## src/rtl/memory_arbiter.sv

```systemverilog
// memory_arbiter: shares one memory port between an instruction-fetch requester
// and a data load/store requester.
//   Clock, Reset (async, active-low)
//   Fetch side : FetchRequest, FetchAddress -> FetchReady, FetchData
//   Data side  : DataRead, DataWrite, DataWidth, DataAddress, DataWriteValue
//                -> DataReadValue, DataReadReady, DataWriteReady
//   Memory side: MemReadEnable, MemWriteEnable, MemDataWidth, MemAddress,
//                MemWriteData <- MemReadReady, MemWriteReady, MemReadData
//   Status     : Busy (not idle), Timeout (abort pulse)
// Memory strobes are decoded from the state register. Ready pulses follow the
// memory ready combinationally within the grant cycle.
module memory_arbiter #(
  parameter int unsigned TIMEOUT = 255
) (
  input  logic        Clock,
  input  logic        Reset,
  input  logic        FetchRequest,
  input  logic [15:0] FetchAddress,
  output logic        FetchReady,
  output logic [15:0] FetchData,
  input  logic        DataRead,
  input  logic        DataWrite,
  input  logic        DataWidth,
  input  logic [15:0] DataAddress,
  input  logic [15:0] DataWriteValue,
  output logic [15:0] DataReadValue,
  output logic        DataReadReady,
  output logic        DataWriteReady,
  output logic        MemReadEnable,
  output logic        MemWriteEnable,
  output logic        MemDataWidth,
  output logic [15:0] MemAddress,
  output logic [15:0] MemWriteData,
  input  logic        MemReadReady,
  input  logic        MemWriteReady,
  input  logic [15:0] MemReadData,
  output logic        Busy,
  output logic        Timeout
);

  localparam int unsigned CountWidth = 8;
  localparam logic [CountWidth-1:0] TimeoutCount = CountWidth'(TIMEOUT);
  localparam bit TimeoutEnabled = (TIMEOUT != 0);

  typedef enum logic [1:0] {IDLE, FETCH, DREAD, DWRITE} state_t;

  state_t                state, nextState;
  logic [CountWidth-1:0] waitCount, nextWaitCount;
  logic                  lastGrantData, nextLastGrantData;
  logic                  memReady;
  logic                  expired;
  logic                  dataRequest;

  assign dataRequest = DataRead | DataWrite;

  // State, wait counter and fairness bit
  always_ff @(posedge Clock or negedge Reset) begin
    if (!Reset) begin
      state         <= IDLE;
      waitCount     <= '0;
      lastGrantData <= 1'b0;
    end else begin
      state         <= nextState;
      waitCount     <= nextWaitCount;
      lastGrantData <= nextLastGrantData;
    end
  end

  // Arbitration, memory strobe decode and completion / timeout handling
  always_comb begin
    nextState         = state;
    nextWaitCount     = waitCount;
    nextLastGrantData = lastGrantData;
    memReady          = 1'b0;
    expired           = 1'b0;
    FetchReady        = 1'b0;
    FetchData         = '0;
    DataReadValue     = '0;
    DataReadReady     = 1'b0;
    DataWriteReady    = 1'b0;
    MemReadEnable     = 1'b0;
    MemWriteEnable    = 1'b0;
    MemDataWidth      = 1'b0;
    MemAddress        = '0;
    MemWriteData      = '0;
    Busy              = (state != IDLE);
    Timeout           = 1'b0;

    case (state)
      IDLE: begin
        nextWaitCount = '0;
        // Fetch wins contention only when data was served last
        if (FetchRequest && (!dataRequest || lastGrantData)) begin
          nextState = FETCH;
        end else if (DataWrite) begin
          nextState = DWRITE;
        end else if (DataRead) begin
          nextState = DREAD;
        end
      end
      FETCH: begin
        MemReadEnable = 1'b1;
        MemAddress    = FetchAddress;
        MemDataWidth  = 1'b1;
        memReady      = MemReadReady;
      end
      DREAD: begin
        MemReadEnable = 1'b1;
        MemAddress    = DataAddress;
        MemDataWidth  = DataWidth;
        memReady      = MemReadReady;
      end
      DWRITE: begin
        MemWriteEnable = 1'b1;
        MemAddress     = DataAddress;
        MemWriteData   = DataWriteValue;
        MemDataWidth   = DataWidth;
        memReady       = MemWriteReady;
      end
      default: nextState = IDLE;
    endcase

    if (state != IDLE) begin
      expired = TimeoutEnabled && !memReady && (waitCount == TimeoutCount);
      if (memReady || expired) begin
        nextState         = IDLE;
        nextWaitCount     = '0;
        nextLastGrantData = (state != FETCH);
        Timeout           = expired;
        // An aborted read returns zero data
        case (state)
          FETCH: begin
            FetchReady = 1'b1;
            FetchData  = memReady ? MemReadData : '0;
          end
          DREAD: begin
            DataReadReady = 1'b1;
            DataReadValue = memReady ? MemReadData : '0;
          end
          default: DataWriteReady = 1'b1;
        endcase
      end else begin
        nextWaitCount = waitCount + CountWidth'(1);
      end
    end
  end

endmodule

```

## config.mk

```make
export PLATFORM = sky130hd
export DESIGN_NAME = memory_arbiter
export DESIGN_NICKNAME = d
export VERILOG_FILES = /design/src/rtl/memory_arbiter.sv
export SDC_FILE = /design/constraint.sdc
export NUM_CORES = 1
export LEC_CHECK = 0
export BUFFER_PORTS_ARGS = -buffer_cell sky130_fd_sc_hd__buf_2
export CORE_MARGIN = 5
export CORE_UTILIZATION = 33
export DETAILED_ROUTE_END_ITERATION = 10
export PLACE_DENSITY = 0.84
export SLEW_MARGIN = 20
export SYNTH_ARGS = -nofsm -noshare
export SYNTH_HDL_FRONTEND = slang
export SYNTH_SLANG_ARGS = --single-unit
```

## constraint.sdc

```tcl
create_clock -name Clock -period 1.88 [get_ports Clock]
set_input_delay 0.094 -clock Clock [delete_from_list [all_inputs] [get_ports Clock]]
set_output_delay 0.094 -clock Clock [all_outputs]
set_load 0.02 [all_outputs]
```

==> metrics.md <==
| Metric | Value |
|---|---|
| Status | `complete, but fails checks` |
| Failing checks | `negative setup slack` |
| Asr flop ratio synth | `100%` |
| Critical path type | `flop to output pin` |
| Hold endpoint | `state[1]$_DFF_PN0_` |
| Post-Place Cells | `~350` |
| Remaining DRCs | `0` |
| VDD IR max | `~0.00094 V` |
| Core area | `3610 sq um` |
| Iteration-0 DRC Markers | `64` |
| Grt met1 use | `a little under a quarter` |
| Synth area leaders | `dfrtp_1 (23%), and3_1 (17%), a22oi_1 (10%)` |
| Root Buffer | `clkbuf_8` |
| Final worst-path cycle share | `108%` |
| TritonRoute pass-1 iters | `4` |
| I/O pins | `around 140` |
| Initial antenna violation count | `0` |
| Slowest cell on crit path | `dfrtp_1` |
| Hold WS | `between 150 and 200 ps` |
| Initial Util | `between 30 and 40%` |
| Hold crit path type | `input pin to flop` |
| # rows | `22` |
| Mapped Nets | `241` |
| R2R cell count | `7` |
| Post-synthesis sequential area ratio | `22.6%` |
| Final setup margin | `-153 ps` |
| NumNets Final | `between 300 and 400` |
| Final setup fails | `36` |
| Crit start category | `flop` |
| Peak Freq | `~0.49 GHz` |
| Hold path startpoint | `FetchRequest` |
| Final cell count without fillers | `~370` |
| Routed len/inst | `approximately 15 microns` |
| Die width | `~71 microns` |
| Pwr Density | `1370 nW/um^2` |
| Netlist cell types | `30` |
| Final Util | `between 60% and 70%` |
| RePlAce Congestion | `between 0.8 and 0.9` |
| Commonest non-fill, non-tap cell in the layout | `buf_2` |
| Reg clk slew, reported paths | `50 ps` |
| Max cap viols | `0` |
| Met2 usage | `34.2%` |
| Die Height | `a little over 70 microns` |
| Vias in the first global route | `between 1500 and 2000` |
| GRT busiest layer | `met2` |
| CP cell instances | `inv_2 > ha_4 > a22oi_2 > or2_4 > nor2_4 > and3_4 > buf_6` |
| Critical R2R Capture | `lastGrantData$_DFFE_PN0P_` |
| Slew headroom | `81.8%` |
| Max-slew violations | `0` |
| Vias | `about 1800` |
| Number of I/O port buffers | `approximately 140` |
| Post-synth top area share | `between 20% and 30%` |
| Final Hold Viols | `0` |
| Reg2reg start | `state[1]$_DFF_PN0_` |
| Area Growth Syn to Fin | `103%` |
| Tmin final | `between 2000 and 2500 ps` |
| Routed wire length | `5.50 mm` |
| Seq. cell area | `roughly 280 sq um` |
| CP Data Required Time | `1790 ps` |
| Hold path depth | `4` |
| ANT nets after route | `0` |
| Setup_tns | `-3480 ps` |
| Die area | `5000 sq um` |
| Leak | `around 1.4 nW` |
| TritonCTS clock tree | `built` |
| N_diodes | `0` |
| Multi-input logic area | `between 1000 and 1500 sq um` |
| Crit Path Max Fanout | `8` |
| HPWL after DPL | `3.81 mm` |
| CTS H-Tree Depth | `1` |
| Cell taking the most area after synthesis | `dfrtp_1` |
| Synthesized cell area | `1220 sq um` |
| Crit path capture type | `output pin` |
| Ys flop type | `dfrtp_1` |
| First-pass GRT wire length | `7.96 mm` |
| Number of flops mapped to enable cells by yosys | `0` |
| Most frequent cells in the layout | `buf_2 (107), buf_4 (31), nor2_1 (25)` |
| Largest net degree at the start of global routing | `24` |
| Clock Path Buffers | `2` |
| Slew @ Worst Pin | `roughly 270 ps` |
| Arrival @ worst endpoint | `~1900 ps` |
| Sinks on Clock Net | `11` |
| Worst skew pair latency | `approximately 240 ps` |
| Average cell area after synthesis | `around 7.5 sq um` |
| CP max stage delay | `390 ps` |
| CTS Buf Count | `3` |
| Gr usage total | `between 10% and 20%` |
| Clock skew | `0.542 ps` |
| GRT overflow | `0` |
| M3 GR Usage | `under 10%` |
| Share of cells above drive strength 1 | `approximately 64%` |
| Setup WS pre-CTS | `approximately 55 ps` |
| Ys Warns | `0` |
| #FFs+latches synth | `11` |
| Vias per cell | `about 5.0` |
| Worst reg2reg setup slack | `170 ps` |
| Synth Instances | `approximately 160` |
| Unrepaired setup endpoints after global routing | `yes` |
| Filler cells | `288` |
==> per-layer routing <==
metal	share of wire (%)	routed length [microns]
met3	10	555
met2	49	2710
met4	2.1	114
met1	39	2120
met5	0	0
==> cell families after synthesis <==
logic type	after synthesis	synth area share, %
mux	1	0.822
buf+inv	16	6.89
flops	11	22.6
compound gates	26	15.3
simple gates	98	44.6
xor+xnor	5	3.60
fa+ha+maj	6	6.17
==> Yosys cell counts, types with 2 or more instances <==
master / number
nand3_1: 7
xor2_1: 4
inv_1: 3
nor2_1: 25
and3_1: 34
dfrtp_1: 11
buf_6: 3
and2_1: 19
nor2b_1: 2
clkbuf_1: 8
a22oi_1: 17
o21ai_1: 2
nand2_1: 6
ha_1: 6
==> report_power, final <==
part / total [mW] / switching (mW) / internal (mW)
sequential: 0.358 / 0.0597 / 0.298
combinational: 2.79 / 1.66 / 1.13
clock: 0.239 / 0.0902 / 0.149
==> sequential cells by signal, indices dropped and copies added (netlist names) <==
register       cells
lastGrantData      1
state              2
waitCount          8
==> per-stage QoR <==
stage | instance area [sq um] | power, mW
after detailed placement | 2000 | 2.56
after CTS | 2330 | 3.19
after global placement | 2000 | 2.53
after global routing | 2470 | 3.61
after floorplan | 1220 | 1.86
final | 2470 | 3.38
==> worst max-delay path by stage <==
stage	from	end	slack, ps	cells past startpoint
4_1_cts	state[1]$_DFF_PN0_	DataWriteReady	-100	7
3_3_place_gp	state[0]$_DFF_PN0_	DataReadValue[15]	130	7
5_1_grt	state[1]$_DFF_PN0_	DataReadValue[0]	-210	7
6_report	state[1]$_DFF_PN0_	DataReadValue[13]	-150	7
2_1_floorplan	state[1]$_DFF_PN0_	DataReadValue[0]	-10	7
3_5_place_dp	state[0]$_DFF_PN0_	DataReadValue[15]	60	7
==> cell type report <==
type / count / area share (%)
multi-input cells: 139 / 42.9
repair buffers: 160 / 41.1
flip-flops and latches: 11 / 11.1
well taps: 48 / 2.43
clock buffers: 4 / 1.82
inverters: 4 / 0.608
==> critical path: cells and delay by family, from the launching register on <==
family                     cells  cell delay (ps)
DFF                            1              390
AOI/OAI and AO/OA              1               60
adders and majority gates      1              280
and+or+nand+nor                3              770
buffers and inverters          2              190
==> timing repair <==
item,CTS,global route
hold endpoints to repair,11,0
setup buffers,4,2
endpoints found under the setup margin,52,52
cloned,3,0
gates resized for setup,65,30
pin swaps,14,16
hold buffers,1,0
(Power assumes the default switching activity.)
